$ cat config.mk
export PLATFORM = sky130hd
export DESIGN_NAME = serial_alu_ctrl_flat
export DESIGN_NICKNAME = d
export VERILOG_FILES = /design/src/rtl/serial_alu_pkg.sv /design/src/rtl/serial_alu_ctrl_if.sv /design/src/rtl/serial_alu_ctrl_alu1.sv /design/src/rtl/serial_alu_ctrl.sv /design/src/flat_wrapper.sv
export SDC_FILE = /design/constraint.sdc
export NUM_CORES = 1
export LEC_CHECK = 0
export CORE_AREA = 5 5 62 64
export DETAILED_ROUTE_END_ITERATION = 12
export DIE_AREA = 0 0 67 69
export PLACE_DENSITY = 0.78
export SYNTH_ARGS = -nofsm -noshare
export SYNTH_HDL_FRONTEND = slang
export SYNTH_SLANG_ARGS = --single-unit
$ cat constraint.sdc
create_clock -name clk -period 1.65 [get_ports clk]
set_clock_uncertainty 0.2 [all_clocks]
set_input_delay 0.2475 -clock clk [delete_from_list [all_inputs] [get_ports clk]]
set_output_delay 0.2475 -clock clk [all_outputs]
set_load 0.05 [all_outputs]
$ cat src/rtl/serial_alu_pkg.sv
// Shared definitions for the bit-serial ALU controller.
//   OP_ADD / OP_SUB : encoding of the 1-bit op request field
//   state_t         : controller FSM states
package serial_alu_pkg;

  localparam logic OP_ADD = 1'b0;
  localparam logic OP_SUB = 1'b1;

  typedef enum logic [1:0] {
    IDLE = 2'd0,
    RUN  = 2'd1,
    DONE = 2'd2
  } state_t;

endpackage

$ cat src/rtl/serial_alu_ctrl_if.sv
// Request/response bundle of the serial ALU controller.
//   request  : in_valid, in_ready, op, a, b
//   response : out_valid, out_ready, result, cout, zero, ovf
// master = requester/consumer side, slave = ALU side.
interface serial_alu_ctrl_if #(
  parameter int WIDTH = 8
);
  logic             in_valid;
  logic             in_ready;
  logic             op;
  logic [WIDTH-1:0] a;
  logic [WIDTH-1:0] b;
  logic             out_valid;
  logic             out_ready;
  logic [WIDTH-1:0] result;
  logic             cout;
  logic             zero;
  logic             ovf;

  modport master (
    output in_valid, op, a, b, out_ready,
    input  in_ready, out_valid, result, cout, zero, ovf
  );

  modport slave (
    input  in_valid, op, a, b, out_ready,
    output in_ready, out_valid, result, cout, zero, ovf
  );
endinterface

$ cat src/rtl/serial_alu_ctrl_alu1.sv
// ALU1: single-bit full-adder cell.
//   a, b, cin : operand bits and carry in
//   s, cout   : sum bit and carry out
module alu1 (
  input  logic a,
  input  logic b,
  input  logic cin,
  output logic s,
  output logic cout
);
  assign s    = a ^ b ^ cin;
  assign cout = (a & b) | (cin & (a ^ b));
endmodule

$ cat src/rtl/serial_alu_ctrl.sv
// Bit-serial ADD/SUB controller. One operand bit per cycle, LSB first,
// through a single ALU1 cell. Result is ready WIDTH+1 cycles after accept
// and held until consumed.
//   clk, rst : clock, synchronous active-high reset
//   bus      : request (in_valid/in_ready/op/a/b) and
//              response (out_valid/out_ready/result/cout/zero/ovf)
module serial_alu_ctrl
  import serial_alu_pkg::*;
#(
  parameter int WIDTH = 8
) (
  input  logic               clk,
  input  logic               rst,
  serial_alu_ctrl_if.slave   bus
);

  localparam int CW = (WIDTH > 1) ? $clog2(WIDTH) : 1;

  state_t           state_q, state_d;
  logic [WIDTH-1:0] a_sh, b_sh, res_q, res_nxt;
  logic [CW-1:0]    cnt;
  logic             carry, cout_q, zero_q, ovf_q;
  logic             s_bit, c_bit;
  logic             last, in_ready, out_valid;

  alu1 u_alu1 (
    .a    (a_sh[0]),
    .b    (b_sh[0]),
    .cin  (carry),
    .s    (s_bit),
    .cout (c_bit)
  );

  assign last    = (cnt == CW'(WIDTH - 1));
  assign res_nxt = {s_bit, res_q[WIDTH-1:1]};

  always_ff @(posedge clk) begin
    if (rst) state_q <= IDLE;
    else     state_q <= state_d;
  end

  always_comb begin
    state_d   = state_q;
    in_ready  = 1'b0;
    out_valid = 1'b0;
    case (state_q)
      IDLE: begin
        in_ready = 1'b1;
        if (bus.in_valid) state_d = RUN;
      end
      RUN:  if (last) state_d = DONE;
      DONE: begin
        out_valid = 1'b1;
        // in_ready is low here, so no accept can share the handshake cycle
        if (bus.out_ready) state_d = IDLE;
      end
      default: state_d = IDLE;
    endcase
  end

  always_ff @(posedge clk) begin
    if (rst) begin
      a_sh   <= '0;
      b_sh   <= '0;
      res_q  <= '0;
      cnt    <= '0;
      carry  <= 1'b0;
      cout_q <= 1'b0;
      zero_q <= 1'b0;
      ovf_q  <= 1'b0;
    end else begin
      case (state_q)
        IDLE: if (bus.in_valid) begin
          // SUB is a + ~b + 1: invert b and seed the carry with op
          a_sh  <= bus.a;
          b_sh  <= (bus.op == OP_SUB) ? ~bus.b : bus.b;
          carry <= bus.op;
          cnt   <= '0;
        end
        RUN: begin
          res_q <= res_nxt;
          a_sh  <= a_sh >> 1;
          b_sh  <= b_sh >> 1;
          carry <= c_bit;
          cnt   <= cnt + 1'b1;
          if (last) begin
            // carry reg still holds the carry into the MSB here
            cout_q <= c_bit;
            ovf_q  <= carry ^ c_bit;
            zero_q <= (res_nxt == '0);
          end
        end
        default: ;
      endcase
    end
  end

  assign bus.in_ready  = in_ready;
  assign bus.out_valid = out_valid;
  assign bus.result    = res_q;
  assign bus.cout      = cout_q;
  assign bus.zero      = zero_q;
  assign bus.ovf       = ovf_q;

endmodule

$ cat src/flat_wrapper.sv
// flat-port wrapper written by rule: the top's interface ports become plain ports
module serial_alu_ctrl_flat import serial_alu_pkg::*;
#(
  parameter int WIDTH = 8
)
  (clk, rst, bus_in_valid, bus_op, bus_a, bus_b, bus_out_ready, bus_in_ready, bus_out_valid, bus_result, bus_cout, bus_zero, bus_ovf);
  serial_alu_ctrl_if #(.WIDTH(WIDTH)) bus_i ();
  input  logic clk;
  input  logic rst;
  input wire logic [$bits(bus_i.in_valid)-1:0] bus_in_valid;
  input wire logic [$bits(bus_i.op)-1:0] bus_op;
  input wire logic [$bits(bus_i.a)-1:0] bus_a;
  input wire logic [$bits(bus_i.b)-1:0] bus_b;
  input wire logic [$bits(bus_i.out_ready)-1:0] bus_out_ready;
  output wire logic [$bits(bus_i.in_ready)-1:0] bus_in_ready;
  output wire logic [$bits(bus_i.out_valid)-1:0] bus_out_valid;
  output wire logic [$bits(bus_i.result)-1:0] bus_result;
  output wire logic [$bits(bus_i.cout)-1:0] bus_cout;
  output wire logic [$bits(bus_i.zero)-1:0] bus_zero;
  output wire logic [$bits(bus_i.ovf)-1:0] bus_ovf;
  assign bus_i.in_valid = bus_in_valid;
  assign bus_i.op = bus_op;
  assign bus_i.a = bus_a;
  assign bus_i.b = bus_b;
  assign bus_i.out_ready = bus_out_ready;
  assign bus_in_ready = bus_i.in_ready;
  assign bus_out_valid = bus_i.out_valid;
  assign bus_result = bus_i.result;
  assign bus_cout = bus_i.cout;
  assign bus_zero = bus_i.zero;
  assign bus_ovf = bus_i.ovf;
  serial_alu_ctrl #(.WIDTH(WIDTH)) u_core (.clk(clk), .rst(rst), .bus(bus_i));
endmodule
== Word level (Yosys, flattened, before mapping) ==
Index checks and enable logic that the tools add are counted.

* Bits in registers: 33
* Output and inout port bits: 13
* Word-level logic and storage cells: 44

* $add $sub $neg: 1
* Equal/unequal tests: 6
* Mux-type cells: 15
* Bitwise logic cells: 7
* Reductions and logical operators: 6

{| class="wikitable"
|+ Operators with widths
! cell !! number
|-
| 8-bit one-hot mux with 2 select lines || 2
|-
| 8-bit 2-to-1 mux || 3
|-
| 8-bit zero test || 1
|-
| 8-bit inverter || 1
|-
| 2-bit 2-to-1 mux || 3
|-
| 2-bit one-hot mux with 3 select lines || 1
|-
| 3-bit one-hot mux with 2 select lines || 1
|-
| 2-bit != test (second input constant) || 2
|-
| 2-bit AND reduction || 2
|-
| 3-bit by 1-bit adder with 3-bit output (second input constant) || 1
|-
| 3-bit equality test (second input constant) || 1
|-
| 1-bit 2-to-1 mux || 3
|-
| 3-bit 2-to-1 mux || 1
|-
| 3-bit AND reduction || 1
|-
| 1-bit XOR || 3
|-
| 1-bit bitwise AND || 2
|-
| 2-bit by 1-bit equality test with 1-bit output (second input constant) || 1
|-
| 2-bit equality test (second input constant) || 1
|-
| 2-bit zero test || 1
|-
| 2-bit by 1-bit != test with 1-bit output (second input constant) || 1
|-
| 1-bit one-hot mux with 2 select lines || 1
|-
| 2-bit nonzero test || 1
|-
| 1-bit OR || 1
|}

== Longest topological paths before layout ==
* Depth after elaboration: 4
* Depth in mapped cells: 5
* Depth with buffers taken out: 5

== Cells and area by module ==
Synthesis repeated with hierarchy kept, for this count alone.

* Cell total of the unflattened synthesis: 165
* Area, all modules: 1,495.2 µm²

{| class="wikitable"
|+ Modules (own cells, without submodules)
! module !! instances !! cells each !! area an instance (µm²) !! seq. area each (µm²)
|-
| serial_alu_ctrl || 1 || 164 || 1,475.2 || 660.6
|-
| alu1 || 1 || 1 || 20.0 || 0.0
|}

== Worst setup path after synthesis ==
Ideal clock, no wire load.

* Path kind: register to register
* From: reg u_core.state_q[1]
* To: reg u_core.state_q[1]
* Setup time: 0.072 ns
* Arrival time: 1.410 ns
* Setup slack: -0.032 ns
* Stages on the path, launching flop included: 4
* Path buffers: 0
* Period minus slack after synthesis: 1.682 ns
* Path through: dfxtp_1 nor2b_1 nand2b_1 a21oi_1

* Longest elaborated chain between the ends: 3

{| class="wikitable"
|+ Ends and longest elaborated chain
! what !! line !! RTL
|-
| start, declared || serial_alu_ctrl.sv:19 || <nowiki>state_t state_q, state_d;</nowiki>
|-
| start signal, assigned || serial_alu_ctrl.sv:39 || <nowiki>else state_q <= state_d;</nowiki>
|-
| 2-bit by 1-bit equality test with 1-bit output, or another cell as far along || serial_alu_ctrl.sv:46 || <nowiki>case (state_q)</nowiki>
|-
| 2-bit by 1-bit != test with 1-bit output (no source line) or 2-bit != test (tied branches) || -- ||
|-
| 3-bit AND reduction (no source line) || -- ||
|}

Parallel ways exist; a longest one is shown, timed or not.
A chain may end at the register's enable or synchronous reset.

== Final worst setup path ==
* From: reg u_core.state_q[1]
* To: out bus_in_ready

* Longest elaborated chain between the ends: 2

{| class="wikitable"
|+ Ends and longest elaborated chain
! what !! line !! RTL
|-
| 2-bit zero test || serial_alu_ctrl.sv:46 ||
|-
| 1-bit 2-to-1 mux || serial_alu_ctrl.sv:46 ||
|-
| end, declared || flat_wrapper.sv:15 || <nowiki>output wire logic [$bits(bus_i.in_ready)-1:0] bus_in_ready;</nowiki>
|}

No other way between the ends.

==> key figures <==
Synth
  • Share of synthesized registers carrying an async set or reset: 0%
  • Mapped Area: 1565 um^2
  • Seq/Total Area, Yosys: 42.21%
  • Post-synth EDFFs: 0
  • Post-Syn Instances: 172
  • Mapped Nets: 196
  • Synthesized area per cell: 9.100 um^2
  • Distinct cells, synth: 32
  • Synthesized flop and latch total: 33
  • Most used DFF post-synth: dfxtp_1
  • Yosys warnings: 0

Power and ir drop
  • Static leakage: 0.0008024 uW
  • P per Cell Area: 737.0 nW/um^2
  • Peak VDD IR: 0.0004937 V

Timing
  • FMAX: 623.3 MHz
  • Post-layout min period: 1.604 ns
  • Slew at the pin with the worst max-slew slack: 0.3180 ns
  • Pins Over Slew Limit: 0
  • Slack of the critical path: 0.04554 ns
  • Final hold violations: 0
  • Setup TNS: 0 ns
  • Setup violators final: 0
  • Relative slew slack: 78.80%
  • Final period util: 97.24%

Placement
  • Number of placed cells counting well taps: 246
  • DP Worst Slack: -0.1266 ns
  • Post-DP HPWL: 2479 um
  • Final GP Congestion: 0.7313
  • Input/output buffers: 33

Clock network
  • Clk pin slew, worst setup/hold paths: 0.09 ns
  • Worst-Skew Late Latency: 0.33 ns
  • CTS root buf: clkbuf_4
  • TritonCTS buffer count: 5
  • H-tree depth: 2
  • CTS tree: done
  • Clk sink count: 33
  • Clock Tree Buf Depth: 2

Routing
  • DR pass1 iterations: 4
  • Final wirelength: 3392 um
  • DR vias/cell: 5.169
  • Initial drt markers: 63
  • Wire per inst: 13.30 um
  • Post-route ant nets: 0
  • Vias: 1318
  • DRC: 0

Worst setup path
  • Crit Path Class: flip-flop to primary output
  • Buf+Inv Stages, Crit Path: 2
  • Critical Path RT: 1.20 ns
  • Reg-to-reg startpoint: u_core.a_sh[0]
  • CP max stage delay: 0.37 ns
  • Crit path DAT: 1.16 ns
  • R2R depth: 4
  • Crit start category: flip-flop
  • Slowest CP cell: dfxtp_4
  • Reg-to-reg slack, setup: 0.17 ns
  • FF-to-FF End: u_core.bus.ovf
  • Cells along the critical path: buf_4 -> nor2_2 -> buf_6
  • CP delay by family, top: flip-flops
  • Worst Setup End Kind: primary output
  • CP max FO: 10

Layout
  • Layout cells sized above 1: 24.40%
  • Filler Cell Count: 270
  • # diodes: 0
  • Post-Layout Cell Count: 255
  • Area delta synth->final: 38.61%
  • Most frequent cells in the layout: 31 x dfxtp_1, 20 x clkdlybuf4s50_1, 15 x nor2_1, 15 x buf_12
  • Commonest non-fill, non-tap cell in the layout: dfxtp_1
  • Final-stage net count: 232

Global routing
  • First-pass GRT wire length: 5975 um
  • Vias in the first global route: 1363
  • Initial antenna violation count: 0
  • Largest net degree at the start of global routing: 23
  • Grt ovf: 0
  • Total GRT Usage: 16.39%

Min path
  • Worst Hold Class: flip-flop to flip-flop
  • Hold Crit Depth: 2
  • HP Start: u_core.a_sh[3]
  • Hold Path Sink: u_core.a_sh[3]

Die
  • Row cnt: 21
  • Die W: 67 um
  • Die height: 69 um
  • Initial Utilization: 48.43%
  • Io pins: 34
  • DIE AREA: 4623 um^2
  • Core Area: 3232 um^2

Flow run
  • Number of max-cap violations: 0

Run status
  • Outcome: complete, no violations
-- cell type report --
cell class	instances	area (um^2)	share of cell area [%]
multi-input cells	124	829.5	38.24
flip-flops and latches	33	665.6	30.68
repair buffers	43	564.3	26.01
well taps	46	57.56	2.653
clock buffers	8	48.80	2.249
inverters	1	3.754	0.1730
-- metal layers --
metal	wire length (um)	track usage [%]	up-vias
li1	-	-	663
met5	0	0	-
met2	1778	28.82	27
met1	1414	18.52	623
met4	36	4.730	0
met3	162	5.032	5
-- sequential cells by signal, summed over array words and instances (netlist names) --
name,flops
u_core.a_sh,8
u_core.b_sh,8
u_core.bus.cout,1
u_core.bus.ovf,1
u_core.bus.result,8
u_core.bus.zero,1
u_core.carry,1
u_core.cnt,3
u_core.state_q,2
-- synth_stat cells, types with 2 or more instances --
cell type	n	area share, %
dfxtp_1	33	42
nor3_1	10	3.2
buf_2	5	1.6
a21oi_1	10	3.2
clkbuf_1	5	1.2
o22ai_1	7	2.8
nor2b_1	2	0.80
a21oi_2	8	4.5
nor2_1	16	3.8
or3b_1	8	4.5
nand2_1	9	2.2
mux2i_1	3	1.9
xnor2_1	7	3.9
nand3_1	2	0.64
nand2b_1	11	4.4
nand2_2	8	3.2
ha_1	2	1.6
a22oi_1	11	5.3
xor2_1	2	1.1
-- tightest hold or removal path, cell delays in order, from the launching register on --
cell	delay (ns)
dfxtp_1	0.32
nor2_1	0.09
nor3_1	0.05
-- how the worst max path moves through the flow --
stage,from,end,slack (ns),cells after the start
floorplan,u_core.state_q[1],bus_in_ready,0.21,2
global placement,bus_in_valid,u_core.a_sh[4],-0.08,5
detailed placement,bus_in_valid,u_core.a_sh[5],-0.13,5
CTS,u_core.state_q[0],bus_out_valid,0.009,3
global route,u_core.state_q[1],bus_in_ready,-0.02,3
finish,u_core.state_q[1],bus_in_ready,0.05,3
-- stage by stage --
stage	cell area, um^2	hold WS [ns]	power [uW]	util, %
CTS	2151	0.2950	1610	66.55
detailed placement	2100	0.2752	1194	64.96
global route	2170	0.3167	1681	67.13
finish	2170	0.2918	1599	67.13
global placement	2100	0.2717	1180	64.96
floorplan	1570	0.1958	1075	-
-- cells by family (layout without fill, tap and decap cells) --
logic type	count (synthesis)	after routing	synth area share [%]
multiplexers	3	3	1.919
flip-flops	33	33	42.21
XOR/XNOR	9	9	5.036
AO/OA/AOI/OAI	39	39	17.43
buffers and inverters	15	52	5.435
AND/OR/NAND/NOR	70	70	25.10
adder cells (fa/ha/maj)	3	3	2.877
-- power breakdown --
part           switching [uW]  internal [uW]
clock network             254            170
logic                     145            163
registers                30.6            837
-- timing repair --
action / 4_1_cts / 5_1_grt
hold buffers: 0 / 0
gates resized for setup: 2 / 3
buffers inserted: 0 / 1
endpoints found under the setup margin: 2 / 2
endpoints found under the hold margin: 0 / 0
Note: power is estimated with default switching activity, not from simulation.
